===== src/rtl/ltc2308_pkg.sv =====
// Shared types and constants for the LTC2308 device-side responder.
// Config word layout is {S/D, O/S, S1, S0, UNI, SLP}, shifted in MSB first on SDI.
package ltc2308_pkg;

   localparam int RES_W = 12;
   localparam int CFG_W = 6;

   localparam int CFG_SD  = 5;
   localparam int CFG_OS  = 4;
   localparam int CFG_S1  = 3;
   localparam int CFG_S0  = 2;
   localparam int CFG_UNI = 1;
   localparam int CFG_SLP = 0;

   localparam logic [CFG_W-1:0] CFG_RESET = 6'b100010;
   localparam logic [RES_W-1:0] SIGN_FLIP = {1'b1, {(RES_W-1){1'b0}}};

   typedef enum logic [1:0] {
      ST_IDLE,
      ST_CONV,
      ST_XFER
   } state_t;

   // Odd/sign selects the odd channel of a pair, so it lands in the index LSB.
   function automatic logic [2:0] ch_decode(input logic [CFG_W-1:0] c);
      return {c[CFG_S1], c[CFG_S0], c[CFG_OS]};
   endfunction

endpackage


===== src/rtl/ltc2308_sync_edge.sv =====
// Multi-flop synchronizer for one asynchronous bus pin, with rise/fall pulses
// derived from the synchronized level against its registered previous value.
module ltc2308_sync_edge #(
   parameter int STAGES = 2
) (
   input  logic clk,
   input  logic reset,
   input  logic din,
   output logic level,
   output logic rise,
   output logic fall
);

   logic [STAGES-1:0] sync_q;
   logic              prev_q;

   always_ff @(posedge clk) begin
      if (!reset) begin
         sync_q <= '0;
         prev_q <= 1'b0;
      end else begin
         sync_q <= {sync_q[STAGES-2:0], din};
         prev_q <= sync_q[STAGES-1];
      end
   end

   assign level = sync_q[STAGES-1];
   assign rise  = level & ~prev_q;
   assign fall  = ~level & prev_q;

endmodule


===== src/rtl/ltc2308_responder.sv =====
// Device-side LTC2308 model: serves 12-bit channel samples over CONVST/SCK/SDI/SDO.
// Define LTC2308_RESP_ERR_EN to build the protocol-violation counter on err_cnt.
module ltc2308_responder
   import ltc2308_pkg::*;
#(
   parameter int CONV_CYCLES = 80,
   parameter int SYNC_STAGES = 2
) (
   input  logic                 clk,
   input  logic                 reset,
   input  logic                 adc_convst,
   input  logic                 adc_sck,
   input  logic                 adc_sdi,
   output logic                 adc_sdo,
   input  logic [8*RES_W-1:0]   ch_data,
   output logic [CFG_W-1:0]     cfg,
   output logic                 cfg_valid,
   output logic                 sample_strobe,
   output logic [7:0]           err_cnt
);

   localparam int          CNT_W     = $clog2(CONV_CYCLES + 1);
   localparam logic [3:0]  CFG_BITS  = 4'(CFG_W);
   localparam logic [3:0]  LAST_BIT  = 4'(RES_W - 1);

   logic convst_rise, sck_rise, sck_fall, sdi_level;
   logic convst_level_unused, convst_fall_unused, sck_level_unused;
   logic sdi_rise_unused, sdi_fall_unused;

   state_t             state, next_state;
   logic [CNT_W-1:0]   conv_cnt;
   logic [3:0]         bit_cnt;
   logic [RES_W-1:0]   hold, shift;
   logic [CFG_W-1:0]   cfg_sr;
   logic [2:0]         cur_ch;

   logic start_conv, conv_done, take_rise, take_fall, xfer_done;

   ltc2308_sync_edge #(.STAGES(SYNC_STAGES)) u_sync_convst (
      .clk(clk), .reset(reset), .din(adc_convst),
      .level(convst_level_unused), .rise(convst_rise), .fall(convst_fall_unused)
   );

   ltc2308_sync_edge #(.STAGES(SYNC_STAGES)) u_sync_sck (
      .clk(clk), .reset(reset), .din(adc_sck),
      .level(sck_level_unused), .rise(sck_rise), .fall(sck_fall)
   );

   ltc2308_sync_edge #(.STAGES(SYNC_STAGES)) u_sync_sdi (
      .clk(clk), .reset(reset), .din(adc_sdi),
      .level(sdi_level), .rise(sdi_rise_unused), .fall(sdi_fall_unused)
   );

   always_ff @(posedge clk) begin
      if (!reset) state <= ST_IDLE;
      else        state <= next_state;
   end

   // A CONVST rise in XFER takes priority over any SCK edge in the same cycle.
   always_comb begin
      next_state = state;
      start_conv = 1'b0;
      conv_done  = 1'b0;
      take_rise  = 1'b0;
      take_fall  = 1'b0;
      xfer_done  = 1'b0;
      case (state)
         ST_IDLE: begin
            if (convst_rise) begin
               start_conv = 1'b1;
               next_state = ST_CONV;
            end
         end
         ST_CONV: begin
            if (conv_cnt == CNT_W'(CONV_CYCLES - 1)) begin
               conv_done  = 1'b1;
               next_state = ST_XFER;
            end
         end
         ST_XFER: begin
            if (convst_rise) begin
               start_conv = 1'b1;
               next_state = ST_CONV;
            end else begin
               take_rise = sck_rise;
               take_fall = sck_fall;
               if (sck_rise && bit_cnt == LAST_BIT) begin
                  xfer_done  = 1'b1;
                  next_state = ST_IDLE;
               end
            end
         end
         default: next_state = ST_IDLE;
      endcase
   end

   always_ff @(posedge clk) begin
      if (!reset) begin
         conv_cnt      <= '0;
         bit_cnt       <= '0;
         hold          <= '0;
         shift         <= '0;
         cfg_sr        <= '0;
         cfg           <= CFG_RESET;
         cur_ch        <= '0;
         cfg_valid     <= 1'b0;
         sample_strobe <= 1'b0;
         adc_sdo       <= 1'b0;
      end else begin
         cfg_valid     <= 1'b0;
         sample_strobe <= 1'b0;
         adc_sdo       <= (state == ST_XFER) ? shift[RES_W-1] : 1'b0;

         if (start_conv) begin
            hold          <= ch_data[int'(cur_ch)*RES_W +: RES_W];
            sample_strobe <= 1'b1;
            conv_cnt      <= '0;
         end else if (state == ST_CONV) begin
            conv_cnt <= conv_cnt + CNT_W'(1);
         end

         // Bipolar results are offset binary flipped into two's complement.
         if (conv_done) begin
            shift   <= cfg[CFG_UNI] ? hold : (hold ^ SIGN_FLIP);
            bit_cnt <= '0;
         end

         if (take_rise) begin
            if (bit_cnt < CFG_BITS) cfg_sr <= {cfg_sr[CFG_W-2:0], sdi_level};
            bit_cnt <= bit_cnt + 4'd1;
         end

         if (take_fall) shift <= {shift[RES_W-2:0], 1'b0};

         if (xfer_done) begin
            cfg       <= cfg_sr;
            cfg_valid <= 1'b1;
            cur_ch    <= ch_decode(cfg_sr);
         end
      end
   end

`ifdef LTC2308_RESP_ERR_EN
   logic violation;

   always_comb violation = (state == ST_CONV) && (convst_rise || sck_rise || sck_fall);

   always_ff @(posedge clk) begin
      if (!reset)                               err_cnt <= '0;
      else if (violation && err_cnt != 8'hFF)   err_cnt <= err_cnt + 8'd1;
   end
`else
   assign err_cnt = '0;
`endif

endmodule


===== config.mk =====
export PLATFORM = sky130hd
export DESIGN_NAME = ltc2308_responder
export DESIGN_NICKNAME = d
export VERILOG_FILES = /design/src/rtl/ltc2308_pkg.sv /design/src/rtl/ltc2308_sync_edge.sv /design/src/rtl/ltc2308_responder.sv
export SDC_FILE = /design/constraint.sdc
export NUM_CORES = 1
export LEC_CHECK = 0
export ABC_AREA = 1
export BUFFER_PORTS_ARGS = -buffer_cell sky130_fd_sc_hd__buf_2
export CAP_MARGIN = 20
export CELL_PAD_IN_SITES_DETAIL_PLACEMENT = 0
export CELL_PAD_IN_SITES_GLOBAL_PLACEMENT = 2
export CORE_AREA = 2 2 116 118
export DETAILED_ROUTE_END_ITERATION = 6
export DIE_AREA = 0 0 118 120
export MAX_ROUTING_LAYER = met4
export PLACE_DENSITY_LB_ADDON = 0.08
export SLEW_MARGIN = 20
export SYNTH_ARGS = -nofsm -noshare
export SYNTH_HDL_FRONTEND = slang
export SYNTH_HIERARCHICAL = 1
export SYNTH_SLANG_ARGS = --single-unit

===== constraint.sdc =====
create_clock -name clk -period 2.9 [get_ports clk]
set_input_delay 0.435 -clock clk [delete_from_list [all_inputs] [get_ports clk]]
set_output_delay 0.435 -clock clk [all_outputs]
set_load 0.01 [all_outputs]

* Yosys cells after proc, flatten, opt, wreduce, memory -nomap -nowiden
Cells that the tools add are included.
** Operators by class
- Equality and inequality tests :: 7
- $lt $le $gt $ge :: 1
- Muxes and demuxes :: 23
- $add $sub $neg :: 2
- Bitwise operators :: 8
- Shift-type cells :: 1
- $mul :: 1
- Reduce and logical (&&, ||, !) cells :: 10
** Operator list (number)
- indexed part select 96 x 8 -> 12 bit :: 1
- two-way mux 12 bit :: 3
- two-way mux 1 bit :: 13
- two-way mux 2 bit :: 4
- two-way mux 4 bit :: 2
- adder 7 x 1 -> 7 bit (second input constant) :: 1
- equality test 7 bit (second input constant) :: 1
- case mux 2 bit (3 select lines) :: 1
- OR reduction 2 bit :: 3
- multiplier 3 x 2 -> 5 bit (second input constant) :: 1
- NOT 1 bit :: 5
- adder 4 x 1 -> 4 bit (second input constant) :: 1
- equality test 4 bit (second input constant) :: 1
- less-than comparator 4 x 3 -> 1 bit (second input constant) :: 1
- != test 2 bit (second input constant) :: 2
- AND reduction 2 bit :: 2
- nonzero test 2 bit :: 2
- bitwise AND 1 bit :: 3
- != test 3 bit (second input constant) :: 1
- AND reduction 3 bit :: 1
- equality test 2 x 1 -> 1 bit (second input constant) :: 1
- equality test 2 bit (second input constant) :: 1
- logical NOT 2 bit :: 1
- logical AND 1 bit :: 1
** Word-level totals
- Register bits after elaboration :: 63
- Bits of input ports :: 101
- Word-level logic and storage cells :: 70
- Output and inout bits :: 17

* Logic depth before layout (Yosys ltp)
Gate-level depths: netlist of the first run.
- Depth in word-level cells :: 7
- Mapped depth :: 10

* By module
Netlist of the first run, hierarchy kept.
** By module, submodules not included
- ltc2308_responder :: times used 1, cells an instance 508, area an instance 3244.4 sq um
- ltc2308_sync_edge :: times used 3, cells an instance 13, area an instance 100.1 sq um

* Worst setup path after synthesis of the first run
OpenSTA, ideal clock, no wires.
- Path type :: reg2reg
- Start :: register u_sync_convst.sync_q[1]
- End :: register hold[11]
- Setup time :: 0.058 ns
- Setup slack :: 1.629 ns
- Arrival time :: 1.213 ns
- Cell stages (with the launch flop) :: 10
- Path through :: dfxtp_1 inv_1 nor2_2 inv_2 nor2_2 inv_2 nor2_8 buf_8 nand3_1 nand2_1
** Between the ends
- Word-level cells in the longest chain between the ends :: 3
** RTL lines
- from (decl) :: RTL line ltc2308_sync_edge.sv:14 : logic [STAGES-1:0] sync_q;
- from (signal assigned) :: RTL line ltc2308_sync_edge.sv:22 : sync_q <= {sync_q[STAGES-2:0], din};
- bitwise AND 1 bit :: RTL line ltc2308_sync_edge.sv:28 : assign rise = level & ~prev_q;
- via convst_rise :: RTL line ltc2308_responder.sv:26 : logic convst_rise, sck_rise, sck_fall, sdi_level;
- two-way mux 1 bit :: RTL line ltc2308_responder.sv:69, ltc2308_responder.sv:81
- two-way mux 1 bit
- to (signal assigned) :: RTL line ltc2308_responder.sv:115 : hold <= ch_data[int'(cur_ch)*RES_W +: RES_W];
- to (decl) :: RTL line ltc2308_responder.sv:33 : logic [RES_W-1:0] hold, shift;
The timed path passes the listed nets, and every way through them passes these cells.
A chain may end at the register's enable or synchronous reset.

* Final worst setup path of the first run
- Start :: register cfg[4]
- End :: output cfg[4]
** RTL lines
- from (decl) :: RTL line ltc2308_responder.sv:16 : output logic [CFG_W-1:0] cfg,
- from (signal assigned) :: RTL line ltc2308_responder.sv:136 : cfg <= cfg_sr;
No word-level cell between the ends.

==> impl_metrics.env, run 1 <==
export IMPL_status="completed"
export IMPL_n_fill_cell=1461
export IMPL_die_x_um=118
export IMPL_maxSlewHeadroom_pct=53.2
export IMPL_rsz0062_at_grt="no"
export IMPL_via_per_inst=4.40
export IMPL_clock_latency_ns=0.33
export IMPL_startpoint_type="flip-flop"
export IMPL_vias=3585
export IMPL_min_period_ns=1.73
export IMPL_finalPower_mw=2.21
export IMPL_syn_area_um2=3490
export IMPL_layout_drive_gt1_share_pct=25.8
export IMPL_h_tree_depth=3
export IMPL_max_freq_mhz=577
export IMPL_die_height_um=120
export IMPL_synth_warnings=6
export IMPL_worstPathMaxFanout=50
export IMPL_ant_nets=0
export IMPL_max_slew_worst_pin_slew_ns=0.703
export IMPL_start_util_pct=26.9
export IMPL_cts_sinks=60
export IMPL_syn_avg_cell_area_um2=6.49
export IMPL_cts_tree="yes"
export IMPL_synthCells=538
export IMPL_routabilityCongestion=0.766
export IMPL_numCtsBuffers=9
export IMPL_max_cap_violations=0
export IMPL_antenna_found_initial=0
export IMPL_cp_arrival_ns=1.30
export IMPL_overflow=0
export IMPL_setup_viol=0
export IMPL_nets=737
export IMPL_dieArea_um2=14200
export IMPL_powerDensity_nw_per_um2=499
export IMPL_fin_skew_ns=0.00667
export IMPL_drt_initial_drc_count=166
export IMPL_post_cts_buffers=0
export IMPL_finalHoldViolCount=0
export IMPL_ir_drop_uv=208
export IMPL_placed_cell_area_um2=4080
export IMPL_io_pins=118
export IMPL_cts_root_buf="clkbuf_16"
export IMPL_hold_buffers=0
export IMPL_fp_row_count=42
export IMPL_clkTransAtPathRegs_ns=0.05
export IMPL_cts_resized=0
export IMPL_track_usage_pct=16.0
export IMPL_required_ns=2.47
export IMPL_antenna_cells=0
export IMPL_power_leakage_nw=2.11
export IMPL_endpoint_kind="primary output"
export IMPL_ctsLongestPathBuffers=2
export IMPL_grt_pass1_vias=3560
export IMPL_drc=0
export IMPL_dp_final_hpwl_um=7950
export IMPL_area_growth_syn_to_layout_pct=26.5
export IMPL_wl_per_cell_um=12.9
export IMPL_core_area_um2=13000
export IMPL_grt_pass1_wl_um=17600
export IMPL_hold_class="primary input to flip-flop"
export IMPL_portBuffers=109
export IMPL_drt_pass1_iter_count=4
export IMPL_critPathKind="flip-flop to primary output"
export IMPL_post_route_period_util_pct=59.8
export IMPL_report_final_slew_viol_count=0
export IMPL_routed_wl_um=10500
export IMPL_grt_max_degree=51
export IMPL_finalSetupTns_ns=0
export IMPL_finalInstanceArea_um2=4420
==> report_power, final <==
group / internal [mW] / switching [mW]
sequential: 0.838 / 0.00749
clock: 0.835 / 0.366
combinational: 0.0751 / 0.0827
total: 1.75 / 0.456
==> layer usage <==
metal,vias up,global-route usage [%],share of wire (%)
li1,1895,-,-
met1,1613,19.5,47
met2,66,27.0,48
met3,11,3.37,3.6
met4,0,4.07,1.1
met5,-,-,0
==> final cells by class <==
class,count,area (um2),share of cell area [%]
tap,176,220,4.99
sequential,60,1200,27.2
multi-input combinational,403,1900,43.0
clock inverter,5,100,2.27
inverter,45,171,3.88
clock buffer,11,233,5.27
timing repair buffer,115,591,13.4
==> worst max-delay path, cell delays in order, from the launching register on <==
cell and delay (ns):
dfxtp_2 0.33, buf_4 0.41, buf_2 0.22
==> worst paths after layout <==
kind	start	endpoint	slack, ns	depth (start not counted)
worst max-delay path	cfg[4]	cfg[4]	1.17	2
worst min-delay path	adc_convst	u_sync_convst/sync_q[0]	0.28	3
worst max register to register	conv_cnt[0]	bit_cnt[3]	1.38	7
worst min register to register	u_sync_convst/sync_q[0]	u_sync_convst/sync_q[1]	0.40	2
==> per-stage QoR <==
step	hold WS, ns	instances	utilization, %	setup WS [ns]
3_3_place_gp	0.395	799	31.5	1.36
2_1_floorplan	0.390	545	-	1.63
5_1_grt	0.286	815	34.0	1.07
3_5_place_dp	0.400	799	31.5	1.33
4_1_cts	0.271	815	34.0	1.12
6_report	0.280	815	34.0	1.17
==> placed cells by master (no fill, tap or decap) <==
master	instances
a21oi_1	24
a21oi_2	3
buf_2	109
buf_4	6
bufinv_16	3
clkbuf_1	2
clkbuf_16	9
clkinv_2	2
conb_1	8
dfxtp_1	59
dfxtp_2	1
ha_1	2
inv_1	36
inv_2	8
inv_4	1
nand2_1	121
nand2_2	3
nand2_4	3
nand3_1	78
nand3_2	7
nor2_1	94
nor2_2	4
nor2_4	3
nor2_8	3
nor3_1	2
o211ai_1	1
o21a_1	1
o21ai_0	42
o21ai_1	3
xnor2_1	1
==> flip-flops by register name (all words and copies together) (netlist names), 2 cells and up <==
signal	count
bit_cnt	4
cfg	6
cfg_sr	6
conv_cnt	7
hold	12
shift	12
state	2
u_sync_convst/sync_q	2
u_sync_sck/sync_q	2
u_sync_sdi/sync_q	2
Power figures use the tool's default switching activity.
==> inputs of run 2 (changes only) <==
--- a/config.mk
+++ b/config.mk
@@ -5,14 +5,14 @@
 export SDC_FILE = /design/constraint.sdc
 export NUM_CORES = 1
 export LEC_CHECK = 0
-export ABC_AREA = 1
+export ABC_AREA = 0
 export BUFFER_PORTS_ARGS = -buffer_cell sky130_fd_sc_hd__buf_2
 export CAP_MARGIN = 20
 export CELL_PAD_IN_SITES_DETAIL_PLACEMENT = 0
 export CELL_PAD_IN_SITES_GLOBAL_PLACEMENT = 2
-export CORE_AREA = 2 2 116 118
+export CORE_AREA = 2 2 112 114
 export DETAILED_ROUTE_END_ITERATION = 6
-export DIE_AREA = 0 0 118 120
+export DIE_AREA = 0 0 114 116
 export MAX_ROUTING_LAYER = met4
 export PLACE_DENSITY_LB_ADDON = 0.08
 export SLEW_MARGIN = 20
==> constraint.sdc (replaced) <==
create_clock -name clk -period 1.39 [get_ports clk]
set_input_delay 0.2085 -clock clk [delete_from_list [all_inputs] [get_ports clk]]
set_output_delay 0.2085 -clock clk [all_outputs]
set_load 0.01 [all_outputs]
==> run 2 against run 1 <==
The flow now finishes with violations (negative setup slack). Via count decreased by 24%. Sequential power rose by 110%. Power grew 100%. Die area down 6.6%.
==> impl_metrics.env, run 2 <==
export IMPL_status="complete, but fails checks"
export IMPL_violations="negative setup slack"
export IMPL_report_final_slew_viol_count=0
export IMPL_overflow=0
export IMPL_numCtsBuffers=9
export IMPL_cts_sinks=60
export IMPL_ir_drop_uv=573
export IMPL_hold_buffers=0
export IMPL_track_usage_pct=13.9
export IMPL_n_fill_cell=1209
export IMPL_grt_max_degree=18
export IMPL_drc=0
export IMPL_cp_arrival_ns=1.66
export IMPL_die_height_um=116
export IMPL_antenna_cells=0
export IMPL_final_util_pct=38.4
export IMPL_hold_class="primary input to flip-flop"
export IMPL_min_period_ns=1.44
export IMPL_syn_area_um2=3010
export IMPL_startpoint_type="flip-flop"
export IMPL_fin_skew_ns=0.00681
export IMPL_final_common_cell="buf_2"
export IMPL_synthCells=299
export IMPL_ant_nets=0
export IMPL_power_leakage_nw=1.98
export IMPL_crit_buf_inv=0
export IMPL_cp_top_family="simple AND/OR/NAND/NOR gates"
export IMPL_clkTransAtPathRegs_ns=0.05
export IMPL_grt_pass1_vias=2739
export IMPL_endpoint_kind="flip-flop"
export IMPL_area_growth_syn_to_layout_pct=52.0
export IMPL_ctsLongestPathBuffers=2
export IMPL_seq_area_um2=1210
export IMPL_max_cap_violations=0
export IMPL_finalPower_mw=4.51
export IMPL_crit_path_top_delay_cell="dfxtp_2"
export IMPL_portBuffers=109
export IMPL_required_ns=1.60
export IMPL_post_route_period_util_pct=104
export IMPL_wl_per_cell_um=15.0
export IMPL_finalHoldViolCount=0
export IMPL_max_stage_delay_ns=0.35
export IMPL_grt_pass1_wl_um=13700
export IMPL_dp_final_hpwl_um=6590
export IMPL_crit_chain="ha_4 -> and3_4 -> and3_4 -> nor2_4 -> a221o_1"
export IMPL_antenna_found_initial=0
export IMPL_drt_initial_drc_count=111
export IMPL_setup_slack_ns=-0.0547
export IMPL_reg_largest_list="hold (12), shift (12), conv_cnt (7)"
export IMPL_via_per_inst=4.56
export IMPL_layout_drive_gt1_share_pct=57.3
export IMPL_dieArea_um2=13200
export IMPL_final_cell_mix="buf_2, dfxtp_1, buf_4"
export IMPL_start_util_pct=25.3
export IMPL_routabilityCongestion=0.715
export IMPL_worstPathMaxFanout=5
export IMPL_cts_root_buf="clkbuf_16"
export IMPL_drt_pass1_iter_count=4
export IMPL_setup_viol=14
export IMPL_h_tree_depth=3
export IMPL_max_freq_mhz=692
export IMPL_clock_latency_ns=0.33
export IMPL_die_x_um=114
export IMPL_synth_warnings=6
export IMPL_io_pins=118
export IMPL_rsz0062_at_grt="yes"
export IMPL_cp_common_cell="and3_4"
export IMPL_cts_tree="yes"
export IMPL_syn_avg_cell_area_um2=10.1
export IMPL_core_area_um2=11900
export IMPL_finalSetupTns_ns=-0.435
export IMPL_routed_wl_um=8980
export IMPL_multiInputGateArea_um2=1910
export IMPL_vias=2721
export IMPL_place_inst=571
export IMPL_fp_row_count=40
export IMPL_critPathKind="flip-flop to flip-flop"
export IMPL_nets=548
export IMPL_instances_no_fill=597
export IMPL_powerDensity_nw_per_um2=986
-- run 2: path summary, 6_finish.rpt --
path         slack [ns]  cells after the start            startpoint                 endpoint
max               -0.05                      5           conv_cnt[0]                 shift[7]
min                0.08                      2            adc_convst  u_sync_convst/sync_q[0]
max reg2reg       -0.05                      5           conv_cnt[0]                 shift[7]
min reg2reg        0.43                      1  u_sync_sdi/sync_q[0]     u_sync_sdi/sync_q[1]
-- run 2: power breakdown --
group          total, mW  internal, mW  switching, mW
combinational      0.349         0.200          0.149
sequential          1.76          1.75         0.0159
clock               2.39          1.61          0.787
total               4.51          3.55          0.952
-- run 2: final cells by class --
type	instances	share of cell area, %
Clock buffer	11	5.31
Clock inverter	5	1.64
Inverter	2	0.164
Multi-Input combinational cell	222	41.7
Sequential cell	60	26.6
Tap cell	147	4.02
Timing Repair Buffer	150	20.6
-- run 2: per-layer routing --
layer  track usage, %  up-vias  share of wire (%)
met4             5.85        0                1.6
met5                -        -                  0
met2             21.0       86                 46
met3             2.46       12                4.0
met1             18.2     1245                 49
li1                 -     1378                  -
-- run 2: what timing repair did --
action / CTS / global route
setup endpoints to repair: 31 / 35
pin swaps: 5 / 16
gates cloned: 1 / 3
setup buffers: 4 / 3
gates resized for setup: 16 / 45
-- run 2: through the flow --
step	instance area [um2]	worst slack [ns]	hold WS [ns]
2_1_floorplan	3080	-0.0280	0.330
3_3_place_gp	3920	-0.108	0.407
3_5_place_dp	3920	-0.0887	0.414
4_1_cts	4360	-0.0697	0.0741
5_1_grt	4570	-0.0912	0.0766
6_report	4570	-0.0547	0.0795
